[src/rtl/iiitb_cg_ctrl.sv]
// Clock-gating enable controller feeding the ICG `in` pin; runs on the free-running clock.
// Latency: en falls on the edge sampling the IDLE_CYCLES-th idle cycle; wakes one edge after activity.
// No backpressure: d0/d1 are only monitored, and all outputs are registered flops.
module iiitb_cg_ctrl #(
  parameter int IDLE_CYCLES = 4,
  parameter int HOLD_CYCLES = 2,
  parameter int STAT_W      = 16
) (
  input  logic              clk,
  input  logic              rst,
  input  logic              d0,
  input  logic              d1,
  input  logic              wake_req,
  input  logic              force_on,
  output logic              en,
  output logic              gated,
  output logic              wake_evt,
  output logic [STAT_W-1:0] gated_cycles
);

  localparam int IDLE_W = $clog2(IDLE_CYCLES + 1);
  localparam int HOLD_W = $clog2(HOLD_CYCLES + 1);
  localparam logic [IDLE_W-1:0] IDLE_LAST = IDLE_W'(IDLE_CYCLES - 1);
  localparam logic [HOLD_W-1:0] HOLD_LAST = HOLD_W'(HOLD_CYCLES - 1);

  typedef enum logic [1:0] {
    ST_RUN   = 2'd0,
    ST_GATED = 2'd1,
    ST_HOLD  = 2'd2
  } state_e;

  state_e              state_q, state_d;
  logic [IDLE_W-1:0]   idle_cnt_q, idle_cnt_d;
  logic [HOLD_W-1:0]   hold_cnt_q, hold_cnt_d;
  logic                d0_q, d0_d;
  logic                d1_q, d1_d;
  logic                en_q, en_d;
  logic                gated_q, gated_d;
  logic                wake_evt_q, wake_evt_d;
  logic [STAT_W-1:0]   gated_cycles_q, gated_cycles_d;
  logic                activity;

  // Any data edge on the monitored bits, an explicit wake, or a force counts as activity.
  assign activity = (d0 != d0_q) | (d1 != d1_q) | wake_req | force_on;

  // Next-state and registered-output computation; en only ever comes from a flop.
  always_comb begin
    state_d        = state_q;
    idle_cnt_d     = idle_cnt_q;
    hold_cnt_d     = hold_cnt_q;
    d0_d           = d0;
    d1_d           = d1;
    en_d           = en_q;
    gated_d        = gated_q;
    wake_evt_d     = 1'b0;
    gated_cycles_d = gated_cycles_q;

    unique case (state_q)
      ST_RUN: begin
        if (activity) begin
          idle_cnt_d = '0;
        end else if (idle_cnt_q == IDLE_LAST) begin
          state_d    = ST_GATED;
          idle_cnt_d = '0;
          en_d       = 1'b0;
          gated_d    = 1'b1;
        end else begin
          idle_cnt_d = idle_cnt_q + IDLE_W'(1);
        end
      end
      ST_GATED: begin
        // Saturating statistic: stuck at all-ones rather than wrapping to a small value.
        if (gated_cycles_q != '1) begin
          gated_cycles_d = gated_cycles_q + STAT_W'(1);
        end
        if (activity) begin
          state_d    = ST_HOLD;
          en_d       = 1'b1;
          gated_d    = 1'b0;
          wake_evt_d = 1'b1;
          hold_cnt_d = HOLD_LAST;
        end
      end
      ST_HOLD: begin
        // Activity is deliberately ignored so the woken domain gets a guaranteed run window.
        if (hold_cnt_q == '0) begin
          state_d    = ST_RUN;
          idle_cnt_d = '0;
        end else begin
          hold_cnt_d = hold_cnt_q - HOLD_W'(1);
        end
      end
      default: begin
        state_d    = ST_RUN;
        idle_cnt_d = '0;
        en_d       = 1'b1;
        gated_d    = 1'b0;
      end
    endcase
  end

  // State register; reset forces en high asynchronously so downstream flops can initialise.
  always_ff @(posedge clk or posedge rst) begin
    if (rst) begin
      state_q        <= ST_RUN;
      idle_cnt_q     <= '0;
      hold_cnt_q     <= '0;
      d0_q           <= 1'b0;
      d1_q           <= 1'b0;
      en_q           <= 1'b1;
      gated_q        <= 1'b0;
      wake_evt_q     <= 1'b0;
      gated_cycles_q <= '0;
    end else begin
      state_q        <= state_d;
      idle_cnt_q     <= idle_cnt_d;
      hold_cnt_q     <= hold_cnt_d;
      d0_q           <= d0_d;
      d1_q           <= d1_d;
      en_q           <= en_d;
      gated_q        <= gated_d;
      wake_evt_q     <= wake_evt_d;
      gated_cycles_q <= gated_cycles_d;
    end
  end

  assign en           = en_q;
  assign gated        = gated_q;
  assign wake_evt     = wake_evt_q;
  assign gated_cycles = gated_cycles_q;

endmodule

[config.mk]
export PLATFORM = sky130hd
export DESIGN_NAME = iiitb_cg_ctrl
export DESIGN_NICKNAME = d
export VERILOG_FILES = /design/src/rtl/iiitb_cg_ctrl.sv
export SDC_FILE = /design/constraint.sdc
export NUM_CORES = 1
export LEC_CHECK = 0
export CAP_MARGIN = 10
export CORE_MARGIN = 4
export CORE_UTILIZATION = 51
export DETAILED_ROUTE_END_ITERATION = 8
export PLACE_DENSITY = 0.76
export REMOVE_ABC_BUFFERS = 1
export SLEW_MARGIN = 20
export SYNTH_ARGS = -nofsm -noshare
export SYNTH_HDL_FRONTEND = slang
export SYNTH_SLANG_ARGS = --single-unit
export TNS_END_PERCENT = 5
[constraint.sdc]
create_clock -name clk -period 2.02 [get_ports clk]
set_input_delay 0.404 -clock clk [delete_from_list [all_inputs] [get_ports clk]]
set_output_delay 0.404 -clock clk [all_outputs]
set_load 0.01 [all_outputs]
== Yosys cells after proc, flatten, opt, wreduce, memory -nomap -nowiden ==
Index checks and enable logic that the tools add are counted.

* Bitwise gates (word level): 5
* Mux-type cells: 22
* Add/subtract/negate cells: 3
* Equal/unequal tests: 11
* Reductions and logical operators: 8

{| class="wikitable"
|+ Operator list
! cell !! number
|-
| adder 16 x 1 -> 16 bit, second input constant || 1
|-
| inequality test 16 bit, second input constant || 1
|-
| 2-to-1 mux 2 bit || 6
|-
| inequality test 2 bit, second input constant || 5
|-
| 2-to-1 mux 3 bit || 3
|-
| one-hot mux 3 bit (3 select lines) || 1
|-
| 2-to-1 mux 1 bit || 8
|-
| AND reduction 4 bit || 2
|-
| one-hot mux 1 bit (3 select lines) || 2
|-
| one-hot mux 2 bit (3 select lines) || 1
|-
| zero test 2 bit || 2
|-
| one-hot mux 2 bit (2 select lines) || 1
|-
| AND reduction 2 bit || 2
|-
| adder 3 x 1 -> 3 bit, second input constant || 1
|-
| == test 3 x 2 -> 1 bit, second input constant || 1
|-
| bitwise OR 1 bit || 3
|-
| AND reduction 3 bit || 1
|-
| == test 2 x 1 -> 1 bit, second input constant || 1
|-
| == test 2 bit, second input constant || 1
|-
| inequality test 1 bit || 2
|-
| NOT 1 bit || 2
|-
| nonzero test 2 bit || 1
|-
| subtractor 2 x 1 -> 2 bit, second input constant || 1
|}

* Bits of input ports: 6
* Flip-flop bits (word level): 28
* Output and inout bits: 19
* Logic and storage cells: 58

== Logic depth before layout (Yosys ltp) ==
Gate-level depths: netlist (run 1).

* Depth after elaboration: 6
* Gate-level depth with buffers: 6
* Gate-level depth less buffers: 6

== Worst setup path before layout (run 1) ==
No wires, ideal clock.

* Path type: reg-to-reg
* Start: register gated_cycles_q[0], in the netlist gated_cycles[0]
* End: register gated_cycles_q[1], in the netlist gated_cycles[1]
* Cell stages (with the launch flop): 6
* Arrival: 1469 ps
* Clock period less this slack: 1595 ps
* Path buffers: 1
* Slack: 425 ps
* Setup time: 125 ps
* Path through: dfrtp_1 ha_1 and2_0 buf_2 a21oi_2 mux2_4

* Word-level cells in the longest chain between the ends: 2
* Elaborated cells between the ends (all ways): 3
* Classes of those cells: add/sub (1); eq/ne (1); reduce/logical (1)

{| class="wikitable"
|+ Ends and longest elaborated chain
! element !! RTL line !! RTL
|-
| start: declaration || 40 || <nowiki>logic [STAT_W-1:0] gated_cycles_q, gated_cycles_d;</nowiki>
|-
| start signal: assignment || 123 || <nowiki>gated_cycles_q <= gated_cycles_d;</nowiki>
|-
| branches (longest 2 deep; another with adder 16 x 1 -> 16 bit) || n/a ||
|}

Parallel ways; which one is timed is not known.
A chain may end at the register's enable or synchronous reset.

== Worst setup path after layout (run 1) ==
* Start: register gated_cycles_q[2], in the netlist gated_cycles[2]
* End: output gated_cycles[2]

{| class="wikitable"
|+ RTL lines
! element !! RTL line !! RTL
|-
| end: declaration || 18 || <nowiki>output logic [STAT_W-1:0] gated_cycles</nowiki>
|}

No word-level cell between the ends.

==> results of run 1 <==
[logic make-up after synthesis]
group,share of synthesized area
XOR/XNOR,0.105
multiplexers,0.0106
AND/OR/NAND/NOR,0.223
adder cells (fa/ha/maj),0.0264
buffers and inverters,0.0256
AO/OA/AOI/OAI,0.115
flip-flops,0.494
[sequential cells by signal, indices dropped and copies added, names as in the netlist]
| name | cells |
|---|---|
| gated_cycles | 16 |
| idle_cnt_q | 3 |
| hold_cnt_q | 2 |
| state_q | 2 |
| d0_q | 1 |
| d1_q | 1 |
| en | 1 |
| gated | 1 |
| wake_evt | 1 |
[worst max-delay path by stage]
stage | start | to | slack, ps | cells past startpoint
3_5_place_dp | d0 | idle_cnt_q[0]$_DFFE_PP0P_ | 140 | 5
2_1_floorplan | gated_cycles[0]$_DFFE_PP0P_ | gated_cycles[1]$_DFFE_PP0P_ | 420 | 4
3_3_place_gp | d1 | idle_cnt_q[0]$_DFFE_PP0P_ | 250 | 5
4_1_cts | en$_DFFE_PP1P_ | en | 170 | 1
5_1_grt | gated_cycles[2]$_DFFE_PP0P_ | gated_cycles[2] | 110 | 1
6_report | gated_cycles[2]$_DFFE_PP0P_ | gated_cycles[2] | 190 | 1
[area by class of cell]
class / instances / area, um^2
flip-flops and latches: 28 / 702
repair buffers: 28 / 270
fillers: 216 / 821
clock buffers: 4 / 36.3
inverters: 5 / 18.8
multi-input cells: 95 / 682
well taps: 30 / 37.5
[cell usage after synthesis, drive strengths merged]
cell type / count
a211oi: 2
nand2b: 2
a21oi: 7
a31oi: 1
nor2: 7
dfstp: 1
mux2: 1
o32ai: 1
and3: 3
inv: 5
or2: 3
nor4: 4
buf: 2
o31a: 2
xor2: 12
o211ai: 4
nor2b: 2
or4bb: 1
dfrtp: 27
and4: 1
clkbuf: 2
o21ai: 5
ha: 3
nor3: 4
nand4: 7
nand2: 8
xnor2: 5
o21a: 1
and2: 2
or3: 2
nand3: 3
o2bb2a: 1
or4b: 1
[stage by stage]
step	hold WS (ps)	power, mW	cell area, um^2
floorplan	435	0.678	1400
global placement	480	0.719	1710
detailed placement	493	0.725	1710
CTS	416	1.00	1750
global route	432	1.04	1750
finish	412	0.991	1750
[layer usage]
layer,vias to the layer above,GRT usage,share of wire,wire [um]
met5,-,0,0,0
met4,0,0.0650,0.014,38
met3,4,0.0362,0.044,121
met2,26,0.270,0.47,1280
met1,518,0.243,0.47,1300
li1,531,-,-,-
[where the power goes]
part	leakage, nW	switching (mW)	internal, mW	total, mW
registers	0.371	0.0142	0.593	0.607
logic	0.439	0.0544	0.0510	0.105
clock network	0.0210	0.168	0.111	0.279
total	0.832	0.237	0.754	0.991
==> flow_metrics.py, run 1 <==
metrics = {
    "run_status": {
        "outcome": "finished clean",
    },
    "logic_synthesis": {
        "ys_warn_count": 0,
        "synth_area_leader_cell": "dfrtp_1",
        "synth_area_mm2": 0.00142,
        "synth_top_area_share": 0.476,
        "synth_area_per_cell_um2": 10.8,
        "synthTopCellsByArea": "dfrtp_1 48%, xor2_1 7.4%, xnor2_1 3.1%, ha_1 2.6%, nand4_1 2.6%",
        "ys_types": 41,
        "postSynthCellCount": 132,
        "yosysSeqAreaShare": 0.494,
        "ys_ff_latch": 28,
    },
    "drt": {
        "drt_iter0_markers": 27,
        "drc": 0,
        "via_per_inst": 5.68,
        "antenna_left": 0,
        "wire_per_inst_um": 14.4,
        "wirelength_mm": 2.73,
        "vias": 1079,
        "dr.pass1.iters": 4,
    },
    "timing": {
        "worstMarginPinSlew_ps": 417,
        "fin_worst_skew_ps": 4.17,
        "finalMaxSlewViolations": 0,
        "setup_ws_ps": 186,
        "rsz0062_at_grt": "false",
        "relSlewSlack": 0.722,
        "finalCritPeriodShare": 0.908,
        "finalHoldViolations": 0,
        "fin_tns_setup_ps": 0,
        "max_freq_ghz": 0.545,
        "min_period_ps": 1830,
        "setup_viol": 0,
    },
    "critical_path": {
        "critical_path_peak_fanout": 7,
        "endpoint_kind": "primary output",
        "cp.arrival_ps": 1430,
        "r2r_cells": 4,
        "ff2ff_setup_slack_ps": 300,
        "path_cells": "clkdlybuf4s50_1",
        "cp-start-kind": "flip-flop",
        "critPathSlowestCell": "clkdlybuf4s50_1",
        "r2r-end": "gated_cycles[1]$_DFFE_PP0P_",
        "max_stage_delay_ps": 590,
        "critical_path_class": "flip-flop to primary output",
        "crit-reg2reg-launch": "gated_cycles[2]$_DFFE_PP0P_",
        "crit_required_ps": 1620,
        "crit_buf_inv": 1,
        "cpLargestDelayFamily": "buffers and inverters",
    },
    "cells_and_area": {
        "antenna_cells": 0,
        "layout_commonest_cell": "dfrtp_1",
        "instances_no_fill": 190,
        "layout.nets": 170,
        "drive_gt1_frac": 0.131,
        "utilization": 0.680,
        "most-common-layout-cells": "27 x dfrtp_1, 24 x clkdlybuf4s50_1, 12 x xor2_1, 7 x nor2_1, 7 x nand2_1",
        "syn2layout_area_growth_pct": 23.0,
    },
    "worst_hold_path": {
        "hold_path_class": "input port to async pin",
    },
    "clocking": {
        "cts.sinks": 28,
        "cts_resized": 0,
        "clk_pin_slew_ps": 150,
        "ctsHoldBuffers": 0,
        "cts-root-buf": "clkbuf_4",
        "insertion_delay_ps": 330,
        "cts_tree": "done",
        "htreeDepth": 1,
        "cts_made_buffers": 3,
        "cts.path.max_buffers": 2,
        "post_cts_buffers": 0,
    },
    "die": {
        "die_h_um": 60.8,
        "pin_count": 25,
        "fp.dieW_um": 60.8,
        "floorplan.initialDensity": 0.553,
        "core-area_mm2": 0.00257,
        "die_area_mm2": 0.00369,
        "rows": 18,
    },
    "global_routing": {
        "antenna_found_initial": 0,
        "gr-total-overflow": 0,
        "grt_pass1_vias": 1032,
        "grt_pass1_wl_mm": 4.73,
        "grt_use_total": 0.175,
        "grt_max_degree": 29,
    },
    "placement": {
        "dp_cells": 186,
        "numPortBuffers": 24,
        "place.gp.congestion": 0.793,
        "pre_cts_ws_ps": 144,
        "dp_hpwl_mm": 1.98,
    },
    "pwr": {
        "power.leakage_nw": 0.832,
        "vdd_drop_max_uv": 483,
        "p_per_area_mw_per_mm2": 567,
    },
    "run": {
        "drv_cap": 0,
    },
}
Power figures use the tool's default switching activity.
==> run 2: changes to the inputs <==
Settings changed: CORE_MARGIN 4 to 5, PLACE_DENSITY 0.76 to 0.84.
==> run 2 against run 1 <==
Hold slack worse by 17 ps. Clock skew up 6.7 ps. Count of clock-buffer cells in the layout down 1. Core utilization down 2.9 points. Critical endpoint unchanged. First-iteration DRC count up 81%.
==> flow_metrics.py, run 2 (synthesized netlist as in run 1, its figures left out) <==
metrics = {
    "clocking": {
        "cts_resized": 0,
        "insertion_delay_ps": 350,
        "cts_tree": "done",
        "cts_made_buffers": 3,
        "cts.sinks": 28,
        "htreeDepth": 1,
        "post_cts_buffers": 0,
        "clk_pin_slew_ps": 160,
        "ctsHoldBuffers": 0,
        "cts.path.max_buffers": 2,
        "cts-root-buf": "clkbuf_4",
    },
    "drt": {
        "drc": 0,
        "antenna_left": 0,
        "wire_per_inst_um": 15.5,
        "route.met2.wl_mm": 1.48,
        "met3_length_um": 151,
        "via_per_inst": 5.91,
        "drt_iter0_markers": 49,
        "highest-signal-layer": "met4",
        "wirelength_mm": 2.96,
        "dr.pass1.iters": 4,
        "met1Wirelength_mm": 1.26,
        "vias": 1129,
    },
    "critical_path": {
        "critical_path_peak_fanout": 7,
        "crit_buf_inv": 1,
        "ff2ff_setup_slack_ps": 230,
        "r2r-end": "gated_cycles[1]$_DFFE_PP0P_",
        "r2r_cells": 4,
        "critPathSlowestCell": "clkdlybuf4s50_1",
        "startpoint": "gated_cycles[2]$_DFFE_PP0P_",
        "cp-start-kind": "flip-flop",
        "max_stage_delay_ps": 590,
        "crit_required_ps": 1620,
        "critical_path_class": "flip-flop to primary output",
        "endpoint_kind": "primary output",
        "cpLargestDelayFamily": "buffers and inverters",
        "cp.arrival_ps": 1450,
        "crit-reg2reg-launch": "gated_cycles[2]$_DFFE_PP0P_",
        "path_cells": "clkdlybuf4s50_1",
    },
    "timing": {
        "fin_tns_setup_ps": 0,
        "worstMarginPinSlew_ps": 465,
        "finalMaxSlewViolations": 0,
        "fin_worst_skew_ps": 10.9,
        "max_freq_ghz": 0.539,
        "setup_viol": 0,
        "relSlewSlack": 0.690,
        "rsz0062_at_grt": "false",
        "min_period_ps": 1860,
        "finalHoldViolations": 0,
        "finalCritPeriodShare": 0.919,
        "whs_ps": 395,
    },
    "die": {
        "rows": 19,
        "pin_count": 25,
        "die_area_mm2": 0.00394,
        "core-area_mm2": 0.00271,
        "die_h_um": 62.8,
        "fp.dieW_um": 62.8,
        "floorplan.initialDensity": 0.524,
    },
    "cells_and_area": {
        "antenna_cells": 0,
        "largest_reg_flops": 16,
        "layout_commonest_cell": "dfrtp_1",
        "instances_no_fill": 191,
        "syn2layout_area_growth_pct": 24.2,
        "drive_gt1_frac": 0.131,
        "layout.nets": 170,
        "most-common-layout-cells": "27 x dfrtp_1, 24 x clkdlybuf4s50_1, 12 x xor2_1, 7 x nor2_1, 7 x nand2_1",
    },
    "global_routing": {
        "grt_use_total": 0.162,
        "grt_max_degree": 29,
        "antenna_found_initial": 0,
        "grt_pass1_wl_mm": 5.17,
        "grt_pass1_vias": 1145,
        "gr-total-overflow": 0,
    },
    "pwr": {
        "p_per_area_mw_per_mm2": 622,
        "power.leakage_nw": 0.839,
        "vdd_drop_max_uv": 557,
    },
    "placement": {
        "place.gp.congestion": 0.835,
        "dp_cells": 187,
        "dp_hpwl_mm": 2.15,
        "numPortBuffers": 24,
    },
    "worst_hold_path": {
        "hold_path_class": "input port to async pin",
    },
    "run": {
        "drv_cap": 0,
    },
    "run_status": {
        "outcome": "finished clean",
    },
}
==> run 2: cell types whose count changed in the layout (fill, tap and decap cells not counted), sizes merged <==
cell / change
bufinv: +1
clkbuf: -1
==> run 2: cell type report <==
cell class,count,area [um^2]
timing repair buffer,28,270
fill,217,946
clock buffer,3,22.5
inverter,5,18.8
tap,31,38.8
multi-input combinational,95,682
clock inverter,1,30.0
sequential,28,702
==> run 2: where the power goes <==
part	total [mW]	internal (mW)	leakage [nW]	switching, mW
logic	0.111	0.0520	0.439	0.0592
registers	0.606	0.593	0.371	0.0138
clock network	0.380	0.201	0.0279	0.179
==> run 2: worst max-delay path by stage <==
stage / cells after the start / end / slack [ps]
3_5_place_dp: 5 / idle_cnt_q[0]$_DFFE_PP0P_ / 200
5_1_grt: 1 / gated_cycles[2] / 90
4_1_cts: 1 / en / 160
3_3_place_gp: 5 / idle_cnt_q[0]$_DFFE_PP0P_ / 250
2_1_floorplan: 4 / gated_cycles[1]$_DFFE_PP0P_ / 420
6_report: 1 / gated_cycles[2] / 160
==> run 2: per-stage QoR <==
stage	util	setup WS (ps)	power, mW	area (um^2)
CTS	0.651	163	1.11	1760
detailed placement	0.632	202	0.731	1710
global placement	0.632	252	0.717	1710
floorplan	-	424	0.678	1400
global route	0.651	88.2	1.15	1760
finish	0.651	163	1.10	1760
==> run 2: metal layers <==
layer	vias to the layer above	track usage
met1	549	0.200
met2	47	0.267
met4	0	0.0822
met5	-	0
li1	526	-
met3	7	0.0342
